### config.mk
export PLATFORM = sky130hd
export DESIGN_NAME = data_inf_to_axis_pkt_flat
export DESIGN_NICKNAME = d
export VERILOG_FILES = /design/src/rtl/data_axis_pkt_pkg.sv /design/src/rtl/axi_stream_inf.sv /design/src/rtl/data_inf_c.sv /design/src/rtl/pkt_beat_counter.sv /design/src/rtl/data_inf_to_axis_pkt.sv /design/src/flat_wrapper.sv
export SDC_FILE = /design/constraint.sdc
export NUM_CORES = 1
export LEC_CHECK = 0
export ABC_AREA = 0
export CAP_MARGIN = 20
export CORE_MARGIN = 4
export CORE_UTILIZATION = 42
export CTS_BUF_LIST = sky130_fd_sc_hd__clkbuf_8
export DETAILED_ROUTE_END_ITERATION = 6
export GPL_TIMING_DRIVEN = 0
export PLACE_DENSITY = 0.74
export SYNTH_ARGS = -nofsm -noshare
export SYNTH_HDL_FRONTEND = slang
export SYNTH_SLANG_ARGS = --single-unit
### constraint.sdc
create_clock -name clock -period 2.1 [get_ports clock]
set_clock_uncertainty 0.2 [all_clocks]
set_input_delay 0.63 -clock clock [delete_from_list [all_inputs] [get_ports clock]]
set_output_delay 0.63 -clock clock [all_outputs]
set_load 0.02 [all_outputs]
### src/rtl/data_axis_pkt_pkg.sv
// Shared types and helpers for the data_inf -> AXI-Stream packetizer.
// Holds the hold-register state enum, the counter width and the CONTAIN_LAST decoder.
package data_axis_pkt_pkg;

    localparam int CNT_W = 16;

    typedef enum logic [1:0] {
        HS_EMPTY = 2'd0,
        HS_DATA  = 2'd1,
        HS_TERM  = 2'd2
    } hold_state_e;

    function automatic bit is_contain_last(input string mode);
        return (mode == "ON") || (mode == "TRUE");
    endfunction

endpackage

### src/rtl/axi_stream_inf.sv
// Minimal AXI-Stream interface carrying tdata/tlast/tkeep/tuser.
interface axi_stream_inf #(
    parameter int DSIZE = 8,
    parameter int KSIZE = (DSIZE + 7) / 8
);
    logic             tvalid;
    logic             tready;
    logic [DSIZE-1:0] tdata;
    logic             tlast;
    logic [KSIZE-1:0] tkeep;
    logic             tuser;

    modport master (output tvalid, output tdata, output tlast, output tkeep, output tuser, input tready);
    modport slave  (input tvalid, input tdata, input tlast, input tkeep, input tuser, output tready);
endinterface

### src/rtl/data_inf_c.sv
// Plain valid/ready/data beat interface used on the packetizer input side.
interface data_inf_c #(
    parameter int DSIZE = 8
);
    logic             valid;
    logic             ready;
    logic [DSIZE-1:0] data;

    modport master (output valid, output data, input ready);
    modport slaver (input valid, input data, output ready);
endinterface

### src/rtl/pkt_beat_counter.sv
// Per-packet beat counter with terminal compare, plus the saturating idle
// counter that drives the timeout flush of a held non-terminal beat.
module pkt_beat_counter
    import data_axis_pkt_pkg::*;
#(
    parameter int PKT_LEN = 256,
    parameter int TIMEOUT = 0
) (
    input  logic clock,
    input  logic rst_n,
    input  logic beat_acc,
    input  logic beat_flag,
    input  logic idle_inc,
    input  logic flush,
    output logic terminal,
    output logic timeout_hit
);

    localparam int               IDLE_W   = (TIMEOUT > 0) ? $clog2(TIMEOUT + 1) : 1;
    localparam logic [CNT_W-1:0] LAST_IDX = CNT_W'(PKT_LEN - 1);
    localparam logic [IDLE_W-1:0] IDLE_MAX = IDLE_W'(TIMEOUT);

    logic [CNT_W-1:0]  beat_cnt_q, beat_cnt_d;
    logic [IDLE_W-1:0] idle_q, idle_d;

    assign terminal    = beat_flag || (beat_cnt_q == LAST_IDX);
    assign timeout_hit = (TIMEOUT != 0) && (idle_q == IDLE_MAX);

    always_ff @(posedge clock or negedge rst_n) begin
        if (!rst_n) begin
            beat_cnt_q <= '0;
            idle_q     <= '0;
        end else begin
            beat_cnt_q <= beat_cnt_d;
            idle_q     <= idle_d;
        end
    end

    always_comb begin
        beat_cnt_d = beat_cnt_q;
        if (beat_acc) begin
            beat_cnt_d = terminal ? '0 : beat_cnt_q + CNT_W'(1);
        end else if (flush) begin
            beat_cnt_d = '0;
        end
    end

    // Saturates at TIMEOUT so an expired flush can wait for the output slot.
    always_comb begin
        idle_d = idle_q;
        if (beat_acc || flush) begin
            idle_d = '0;
        end else if (idle_inc && (idle_q != IDLE_MAX)) begin
            idle_d = idle_q + IDLE_W'(1);
        end
    end

endmodule

### src/rtl/data_inf_to_axis_pkt.sv
// Packetizer: headerless data_inf beats in, AXI-Stream packets with generated tlast out.
// One beat sits in a hold register until its last-status is known.
module data_inf_to_axis_pkt
    import data_axis_pkt_pkg::*;
#(
    parameter int    PKT_LEN      = 256,
    parameter string CONTAIN_LAST = "OFF",
    parameter int    TIMEOUT      = 0,
    parameter int    IN_DSIZE     = 8,
    parameter int    OUT_DSIZE    = 8
) (
    input  logic          clock,
    input  logic          rst_n,
    data_inf_c.slaver     data_in_inf,
    axi_stream_inf.master axis_out,
    output logic          pkt_done,
    output logic          flush_pulse
);

    localparam bit HAS_LAST = is_contain_last(CONTAIN_LAST);
    localparam int PAY_W    = HAS_LAST ? IN_DSIZE - 1 : IN_DSIZE;

    hold_state_e          hold_q, hold_d;
    logic [OUT_DSIZE-1:0] hold_data_q, hold_data_d;
    logic                 out_valid_q, out_valid_d;
    logic [OUT_DSIZE-1:0] out_data_q, out_data_d;
    logic                 out_last_q, out_last_d;
    logic                 pkt_done_q, pkt_done_d;
    logic                 flush_q, flush_d;

    logic [PAY_W-1:0]     pay_bits;
    logic [OUT_DSIZE-1:0] in_payload;
    logic                 in_flag;
    logic                 in_ready;
    logic                 in_acc;
    logic                 out_load_ok;
    logic                 move_out;
    logic                 move_last;
    logic                 flush_now;
    logic                 terminal;
    logic                 timeout_hit;
    logic                 idle_inc;

    assign pay_bits    = data_in_inf.data[PAY_W-1:0];
    assign in_payload  = OUT_DSIZE'(pay_bits);
    assign in_flag     = HAS_LAST && data_in_inf.data[IN_DSIZE-1];
    assign out_load_ok = !out_valid_q || axis_out.tready;
    assign in_ready    = rst_n && ((hold_q == HS_EMPTY) || out_load_ok);
    assign in_acc      = data_in_inf.valid && in_ready;
    assign idle_inc    = (hold_q == HS_DATA) && !in_acc;

    pkt_beat_counter #(
        .PKT_LEN (PKT_LEN),
        .TIMEOUT (TIMEOUT)
    ) u_beat_counter (
        .clock       (clock),
        .rst_n       (rst_n),
        .beat_acc    (in_acc),
        .beat_flag   (in_flag),
        .idle_inc    (idle_inc),
        .flush       (flush_now),
        .terminal    (terminal),
        .timeout_hit (timeout_hit)
    );

    always_ff @(posedge clock or negedge rst_n) begin
        if (!rst_n) begin
            hold_q      <= HS_EMPTY;
            hold_data_q <= '0;
            out_valid_q <= 1'b0;
            out_data_q  <= '0;
            out_last_q  <= 1'b0;
            pkt_done_q  <= 1'b0;
            flush_q     <= 1'b0;
        end else begin
            hold_q      <= hold_d;
            hold_data_q <= hold_data_d;
            out_valid_q <= out_valid_d;
            out_data_q  <= out_data_d;
            out_last_q  <= out_last_d;
            pkt_done_q  <= pkt_done_d;
            flush_q     <= flush_d;
        end
    end

    // A new accept always wins over a timeout expiring in the same cycle.
    always_comb begin
        hold_d      = hold_q;
        hold_data_d = hold_data_q;
        move_out    = 1'b0;
        move_last   = 1'b0;
        flush_now   = 1'b0;
        case (hold_q)
            HS_EMPTY: begin
                if (in_acc) begin
                    hold_d      = terminal ? HS_TERM : HS_DATA;
                    hold_data_d = in_payload;
                end
            end
            HS_DATA: begin
                if (in_acc) begin
                    move_out    = 1'b1;
                    hold_d      = terminal ? HS_TERM : HS_DATA;
                    hold_data_d = in_payload;
                end else if (timeout_hit && out_load_ok) begin
                    move_out  = 1'b1;
                    move_last = 1'b1;
                    flush_now = 1'b1;
                    hold_d    = HS_EMPTY;
                end
            end
            HS_TERM: begin
                if (in_acc) begin
                    move_out    = 1'b1;
                    move_last   = 1'b1;
                    hold_d      = terminal ? HS_TERM : HS_DATA;
                    hold_data_d = in_payload;
                end else if (out_load_ok) begin
                    move_out  = 1'b1;
                    move_last = 1'b1;
                    hold_d    = HS_EMPTY;
                end
            end
            default: hold_d = HS_EMPTY;
        endcase
    end

    always_comb begin
        out_valid_d = out_valid_q;
        out_data_d  = out_data_q;
        out_last_d  = out_last_q;
        if (move_out) begin
            out_valid_d = 1'b1;
            out_data_d  = hold_data_q;
            out_last_d  = move_last;
        end else if (axis_out.tready) begin
            out_valid_d = 1'b0;
        end
        pkt_done_d = out_valid_q && axis_out.tready && out_last_q;
        flush_d    = flush_now;
    end

    assign data_in_inf.ready = in_ready;
    assign axis_out.tvalid   = out_valid_q;
    assign axis_out.tdata    = out_data_q;
    assign axis_out.tlast    = out_last_q;
    assign axis_out.tkeep    = '1;
    assign axis_out.tuser    = 1'b0;
    assign pkt_done          = pkt_done_q;
    assign flush_pulse       = flush_q;

endmodule
### src/flat_wrapper.sv
// flat-port wrapper written by rule: the top's interface ports become plain ports
module data_inf_to_axis_pkt_flat import data_axis_pkt_pkg::*;
#(
    parameter int    PKT_LEN      = 256,
    parameter string CONTAIN_LAST = "   ",
    parameter int    TIMEOUT      = 0,
    parameter int    IN_DSIZE     = 8,
    parameter int    OUT_DSIZE    = 8
)
  (clock, rst_n, pkt_done, flush_pulse, data_in_inf_valid, data_in_inf_data, data_in_inf_ready, axis_out_tvalid, axis_out_tdata, axis_out_tlast, axis_out_tkeep, axis_out_tuser, axis_out_tready);
  data_inf_c data_in_inf_i ();
  axi_stream_inf axis_out_i ();
  input  logic clock;
  input  logic rst_n;
  output logic pkt_done;
  output logic flush_pulse;
  input wire logic [$bits(data_in_inf_i.valid)-1:0] data_in_inf_valid;
  input wire logic [$bits(data_in_inf_i.data)-1:0] data_in_inf_data;
  output wire logic [$bits(data_in_inf_i.ready)-1:0] data_in_inf_ready;
  output wire logic [$bits(axis_out_i.tvalid)-1:0] axis_out_tvalid;
  output wire logic [$bits(axis_out_i.tdata)-1:0] axis_out_tdata;
  output wire logic [$bits(axis_out_i.tlast)-1:0] axis_out_tlast;
  output wire logic [$bits(axis_out_i.tkeep)-1:0] axis_out_tkeep;
  output wire logic [$bits(axis_out_i.tuser)-1:0] axis_out_tuser;
  input wire logic [$bits(axis_out_i.tready)-1:0] axis_out_tready;
  assign data_in_inf_i.valid = data_in_inf_valid;
  assign data_in_inf_i.data = data_in_inf_data;
  assign data_in_inf_ready = data_in_inf_i.ready;
  assign axis_out_tvalid = axis_out_i.tvalid;
  assign axis_out_tdata = axis_out_i.tdata;
  assign axis_out_tlast = axis_out_i.tlast;
  assign axis_out_tkeep = axis_out_i.tkeep;
  assign axis_out_tuser = axis_out_i.tuser;
  assign axis_out_i.tready = axis_out_tready;
  data_inf_to_axis_pkt #(.PKT_LEN(PKT_LEN), .CONTAIN_LAST(CONTAIN_LAST), .TIMEOUT(TIMEOUT), .IN_DSIZE(IN_DSIZE), .OUT_DSIZE(OUT_DSIZE)) u_core (.clock(clock), .rst_n(rst_n), .data_in_inf(data_in_inf_i), .axis_out(axis_out_i), .pkt_done(pkt_done), .flush_pulse(flush_pulse));
endmodule
---- Word-level counts from Yosys, hierarchy flattened ----
Index checks and enable logic that the tools add are counted.
operators by class
  muxes and demuxes ....................... 14
  div/mod/pow operators ................... 0
  bitwise logic cells ..................... 0
  add/sub/neg operators ................... 1
  $mul .................................... 0
  magnitude comparators ................... 0
  eq/ne operators ......................... 5
  reduce and logical (&&, ||, !) cells .... 13
  shift operators ......................... 0
operators with widths
  cell                                                              count
  16-bit 2-to-1 mux                                                 2
  16-bit by 1-bit adder with 16-bit output, second input constant   1
  16-bit by 8-bit == test with 1-bit output, second input constant  1
  2-bit 2-to-1 mux                                                  4
  1-bit 2-to-1 mux                                                  6
  1-bit logical AND                                                 4
  2-bit one-hot mux with 2 select lines                             1
  2-bit AND reduction                                               2
  3-bit by 1-bit != test with 1-bit output, second input constant   1
  3-bit OR reduction                                                1
  2-bit by 1-bit == test with 1-bit output, second input constant   1
  2-bit == test, second input constant                              1
  2-bit logical NOT                                                 1
  1-bit logical OR                                                  2
  2-bit by 1-bit != test with 1-bit output, second input constant   1
  1-bit one-hot mux with 2 select lines                             1
  2-bit nonzero test                                                1
  2-bit OR reduction                                                1
  1-bit logical NOT                                                 1
word-level totals
  memories kept ........................... 0
  flip-flop bits (word level) ............. 37
  bits in latches ......................... 0
  memory bits (writable) .................. 0
  word-level logic and storage cells ...... 40
  memory bits (read-only) ................. 0

---- Longest topological paths before layout ----
Gate-level depths: netlist of run 1.
  word-level depth ........................ 8
  depth in mapped cells ................... 6

---- By module ----
Synthesis of run 1 repeated with hierarchy kept, for this count alone.
unflattened totals
  cell total of the unflattened synthesis .. 193
  area total of the unflattened synthesis .. 2008.2 µm²
by module, submodules not included
  module                cells each  area an instance (µm²)  times used
  data_inf_to_axis_pkt  77          1026.0                  1
  pkt_beat_counter      116         982.2                   1

---- Worst setup path before layout of run 1 ----
OpenSTA, ideal clock, no wires.
  path kind ............................... reg-to-output
  start point ............................. register u_core.hold_q[0]
  end point ............................... output data_in_inf_ready
  path buffers ............................ 0
  stages on the path, launching flop included .. 5
  setup slack ............................. 0.059 ns
  data arrival time ....................... 1.211 ns
  required time ........................... 1.270 ns
  path through ............................ dfrtp_1 > inv_1 > ha_1 > nor3b_4 > nor2b_1
on the way
  word-level cells in the longest chain between the ends .. 3
ends and longest elaborated chain
  item                    RTL line                    text
  from (decl)             data_inf_to_axis_pkt.sv:23  hold_state_e hold_q, hold_d;
  from (signal assigned)  data_inf_to_axis_pkt.sv:76  hold_q <= hold_d;
  2-bit logical NOT       data_inf_to_axis_pkt.sv:48  assign in_ready = rst_n && ((hold_q == HS_EMPTY) || out_load_ok);
  1-bit logical OR        data_inf_to_axis_pkt.sv:48
  1-bit logical AND       data_inf_to_axis_pkt.sv:48
  to (decl)               flat_wrapper.sv:19          output wire logic [$bits(data_in_inf_i.ready)-1:0] data_in_inf_ready;
No other way between the ends.

---- Worst setup path in the final report of run 1 ----
Ends and elaborated chain as after synthesis.

==> results of run 1 <==
flip-flops by register name, indices dropped and copies added (netlist names):
register	count
u_core.axis_out.tvalid	1
u_core.u_beat_counter.beat_cnt_q	16
u_core.hold_q	2
u_core.pkt_done	1
u_core.axis_out.tlast	1
u_core.hold_data_q	8
u_core.axis_out.tdata	8
power breakdown:
part / internal (mW) / switching [mW]
registers: 0.872 / 0.114
clock network: 0.355 / 0.262
logic: 0.331 / 0.309
total: 1.56 / 0.685
worst min-delay path by stage:
stage / slack, ps / endpoint / cells after the start
CTS: 30 / u_core.hold_data_q[3] / 1
global placement: 280 / u_core.axis_out.tdata[7] / 1
finish: 30 / u_core.u_beat_counter.beat_cnt_q[2] / 1
detailed placement: 290 / u_core.axis_out.tdata[7] / 1
global route: 50 / u_core.axis_out.tdata[7] / 1
floorplan: 130 / u_core.axis_out.tdata[0] / 0
metrics by stage:
step	setup TNS, ps	utilization [%]
5_1_grt	-224	56.3
2_1_floorplan	0	-
3_5_place_dp	-25440	50.9
6_report	-46.9	56.3
4_1_cts	-55.9	55.5
3_3_place_gp	-89700	51.1
per-layer routing:
layer	part of all wire, %	vias to the layer above	global-route usage, %
met4	2.2	0	5.53
met5	0	-	0
met1	42	603	15.6
met2	52	24	24.1
met3	4.2	9	4.55
li1	-	592	-
cells by family (layout without fill, tap and decap cells):
kind of cell               Yosys count  count (layout)
adders and majority gates            5               5
AOI/OAI and AO/OA                   18              18
buffers and inverters               10              48
muxes                               16              16
other                                2               3
and+or+nand+nor                     47              47
xor gates and xnor gates            10              10
DFF                                 37              37
layout make-up:
type	count	area, um^2
clock buffers	5	68.8
multi-input cells	99	837
well taps	50	62.6
clock inverters	3	46.3
inverters	7	26.3
plain buffers	3	22.5
fillers	319	1770
repair buffers	30	297
flip-flops and latches	37	926
layout by cell type, fill, tap and decap left out, drive strengths merged, types with 2 or more instances in the layout:
cell type and n:
dlygate4sd2 3, clkbuf 5, conb 3, mux2 16
nor3 4, a22o 3, buf 12, nand3 8
dfrtp 37, nand4 4, dlymetal6s2s 7, nor3b 2
o21ai 4, nor2 6, clkdlybuf4s50 10, inv 7
nand2 12, ha 5, nor4 2, xnor2 9
and3 4
timing repair:
action / in CTS / in global routing
pin swaps: 3 / 1
hold buffers: 0 / 0
buffers inserted: 6 / 1
cloned: 0 / 0
gates resized for setup: 20 / 9
setup endpoints to repair: 40 / 10
==> metrics, run 1 <==
status finished, violations left; failing checks setup timing; flop2flop setup slack 40 ps; Data arrival, critical path 1320 ps; Reg2Reg Depth 7; gr ovfl total 0; Synth Warn # 0; Post-Syn Instances 145; Cell Chain, Critical Path inv_2 > ha_4 > nor3b_4 > nor2b_1 > buf_4; CORE AREA 4060 um^2; all-layer global routing usage 13.9%; CTS tree done; worst setup margin -46.9 ps; most common cell in the netlist dfrtp_1; largest family of logic cells by synthesized area simple AND/OR/NAND/NOR gates; Slew Viols, Final 0; mux cell area share after synthesis 10.1%; antenna violations before repair 0; Synth top cells by count dfrtp_1 (37), mux2_2 (16), nand2_1 (11); site row count 23; Setup WS pre-CTS -920 ps; register bit total from synthesis 37; average size of a mapped cell 12.2 um^2; Post-synth EDFFs 0; worst endpoint required time 1270 ps; drt total wl 3300 um; largest net degree at the start of global routing 41; Post-synth ARST share 100%; first-pass GRT wire length 5780 um; Port Buf Inserts 23; CTS Buf Count 5; layout cell share with drive strength beyond 1 28.8%; critical path endpoint data_in_inf_ready; CTS max path bufs 2; GPL Wtd Cong 0.800; Worst Path Buf+Inv 2; final number of hold-violating endpoints 0; Via density 5.25; cell taking the most area after synthesis dfrtp_1; total power 2.24 mW; simple-gate area share of the yosys netlist 18.4%; H-tree lvl count 2; Final #Nets 200; RSZ-0062 raised after global routing yes; Worst VDD drop 631 uV; Synth Area in XOR/XNOR 4.93%; Max Fanout on Critical Path 2; top cells by area, synth dfrtp_1 (52%), mux2_2 (10%), xnor2_1 (4.4%); dpl cells 219; placed standard-cell area 2070 um^2; via count 1228; Max-Cap Viols 0; number of diodes 0; final instance area 2290 um^2; Clock Latency Late Sink 290 ps; DRC Markers 0; nature of the critical path endpoint output pin; Starting Density 43.8%; power per cell area 981 nW/um^2; clk sink count 37; die area 5330 um^2; Routed Antenna Nets 0; Synth Flop Type dfrtp_1; initial drt markers 57; Worst setup SP type flop; Synth Area in Adders 3.52%; drt wl/cell 14.1 um; area share of the largest cell type after synthesis 52.1%; Die W 73.0 um; Hold Slack 25.3 ps; num ports 27; critical path's top delay family flip-flops; height of the die 73.0 um; CP startpoint u_core.hold_q[0]; area added between synthesis and finish 28.8%; register area share after synthesis 52.1%; Compound-Gate Fraction of Synth Area 7.68%; Final setup viols 1; Max Fclk 0.466 GHz; vias in the first global route 1322; FF-to-FF Start u_core.hold_q[1]; Post-Synthesis Cell Area 1780 um^2; Worst path depth 5; Worst path slowest cell dfrtp_1; minimum clock period 2150 ps; fin cells 234; post-DP HPWL 2320 um; clock transition at the registers of the reported paths 70 ps; CTS Root Cell clkbuf_8; Hold Path Class in2async; post-synth cell types 40; biggest cell delay along the critical path 370 ps; leakage power 1.09 nW; worst reg2reg endpoint u_core.axis_out.tdata[3]; crit path kind reg2out; Tcrit/Tclk final 102%; DR pass1 iterations 4
Power figures use the tool's default switching activity.
==> run 2, diff against run 1 <==
- CTS_BUF_LIST: sky130_fd_sc_hd__clkbuf_8 -> default
- CTS_CLUSTER_SIZE: default -> 25
- clock period: 2.1 -> 1.8 ns (I/O delays scaled with it)
==> run 2 against run 1 <==
  * The run ends with hold timing, setup timing left
  * Utilization is 3.5 points higher
  * Sequential power is 18% higher
  * First-iteration DRC count is 18% higher
  * Global-route usage is 1.8 points higher
  * Clock power is 16% lower
  * Die area stayed put
  * Critical path depth stayed put
  * Cell count is 1.3% higher
  * Non-clock buffer count is 5 higher
  * Clock-buffer cell count stayed put
  * Highest routed layer unchanged
  * Critical path type unchanged
  * Wire length is 16% higher
==> metrics, run 2 (same netlist as run 1, synthesis figures left out) <==
status finished, violations left (unchanged); failing checks hold timing, setup timing (was setup timing); power per cell area 1040 nW/um^2 (was 981 nW/um^2); DRC Markers 0 (unchanged); Final setup viols 31 (was 1); area added between synthesis and finish 36.8% (was 28.8%); nature of the critical path endpoint output pin (unchanged); all-layer global routing usage 15.7% (was 13.9%); final instance area 2430 um^2 (was 2290 um^2); most frequent cells in the layout dfrtp_1 (37), mux2_4 (16), dlygate4sd2_1 (12) (was dfrtp_1 (37), mux2_2 (16), buf_4 (11)); H-tree lvl count 2 (unchanged); vias in the first global route 1350 (was 1322); CTS Root Cell clkbuf_8 (unchanged); Hold Slack -48.1 ps (was 25.3 ps); CTS max path bufs 2 (unchanged); gr ovfl total 0 (unchanged); minimum clock period 2060 ps; largest net degree at the start of global routing 41 (unchanged); Final #Nets 205 (was 200); drt total wl 3820 um (was 3300 um); clock transition at the registers of the reported paths 70 ps (about the same); number of diodes 0 (unchanged); GRT Max-Usage Layer met2 (unchanged); M1 GR Usage 18.5% (was 15.6%); Max Fclk 0.486 GHz; initial drt markers 67 (was 57); num ports 27 (unchanged); M2 GR Usage 26.9% (was 24.1%); Max-Cap Viols 0 (unchanged); Tcrit/Tclk final 114%; CTS tree done (unchanged); Port Buf Inserts 23 (unchanged); worst setup margin -256 ps (was -46.9 ps); Clock Latency Late Sink 290 ps (about the same); layout cell share with drive strength beyond 1 35.3% (was 28.8%); final core occ 59.9% (was 56.3%); setup_tns -3570 ps (was -46.9 ps); Most flops, register u_core.u_beat_counter.beat_cnt_q (unchanged); height of the die 73.0 um (unchanged); final number of hold-violating endpoints 37 (was 0); via count 1249 (was 1228); CORE AREA 4060 um^2 (unchanged); first-pass GRT wire length 6440 um (was 5780 um); Slew Viols, Final 0 (unchanged); worst endpoint required time 1060 ps (was 1270 ps); antenna violations before repair 0 (unchanged); Data arrival, critical path 1320 ps (about the same); Max Fanout on Critical Path 2 (unchanged); Setup WS pre-CTS -1110 ps (was -920 ps); GPL Wtd Cong 0.829 (was 0.800); Hold Path Class in2async (unchanged); Largest register FFs 16 (unchanged); Worst setup SP type flop (unchanged); Via density 5.27 (was 5.25); Routed Antenna Nets 0 (unchanged); Worst VDD drop 490 uV (was 631 uV); Starting Density 43.8% (unchanged); drt wl/cell 16.1 um (was 14.1 um); global routing usage on met3 4.82% (was 4.55%); clk sink count 37 (unchanged); post-DP HPWL 2500 um (was 2320 um); flop2flop setup slack -160 ps (was 40 ps); RSZ-0062 raised after global routing yes (unchanged); site row count 23 (unchanged); DR pass1 iterations 4 (unchanged); commonest non-fill, non-tap cell in the layout dfrtp_1 (unchanged); die area 5330 um^2 (unchanged); CTS Buf Count 5 (unchanged); crit path kind reg2out (unchanged); placed standard-cell area 2120 um^2 (was 2070 um^2); leakage power 1.14 nW (was 1.09 nW); Die W 73.0 um (unchanged)
[run 2: cell types whose count changed in the layout (fill, tap and decap cells not counted), sizes merged]
cell           previous run  this run
dlygate4sd2               3        12
dlymetal6s2s              7         0
buf                      12        17
clkdlybuf4s50            10         8
bufinv                    1         0
clkinvlp                  1         0
[run 2: final timing paths]
path	start	endpoint	cells after the start
setup / recovery	u_core.hold_q[1]	data_in_inf_ready	5
hold / removal	rst_n	u_core.hold_data_q[0]	1
setup reg to reg	u_core.hold_q[1]	u_core.u_beat_counter.beat_cnt_q[6]	8
hold reg to reg	u_core.axis_out.tdata[1]	u_core.axis_out.tdata[1]	1
max in group asynchronous	rst_n	u_core.axis_out.tvalid	1
min in group clock	u_core.axis_out.tdata[1]	u_core.axis_out.tdata[1]	1
[run 2: layout make-up]
cell class | count | area, um^2
plain buffers | 3 | 22.5
clock buffers | 5 | 68.8
clock inverters | 1 | 5.00
fillers | 309 | 1630
inverters | 7 | 26.3
multi-input cells | 99 | 986
flip-flops and latches | 37 | 926
well taps | 50 | 62.6
repair buffers | 35 | 332
[run 2: stage by stage]
step / power [mW] / instances
final: 2.52 / 237
after global routing: 2.67 / 237
after floorplan: 1.64 / 146
after detailed placement: 1.96 / 219
after global placement: 1.92 / 219
after CTS: 2.54 / 236
[run 2: worst max-delay path, stage by stage (launching register included)]
cell and delay, ps:
dfrtp_1 370, inv_2 70, ha_4 170, nor3b_4 230, nor2b_2 70, buf_6 130
[run 2: layer usage]
metal,share of wire [%],routed length (um),vias up
li1,-,-,595
met1,41,1570,619
met2,52,1980,28
met3,5.8,220,7
met4,1.4,54,0
met5,0,0,-
[run 2: where the power goes]
group | switching, mW | internal (mW)
sequential | 0.146 | 1.02
combinational | 0.390 | 0.450
clock | 0.267 | 0.254
[run 2: timing repair]
action                     CTS  global route
setup endpoints to repair   48            36
hold endpoints to repair    37            37
buffers inserted            11             2
gates resized for setup     49             7
pin swaps                   15             9
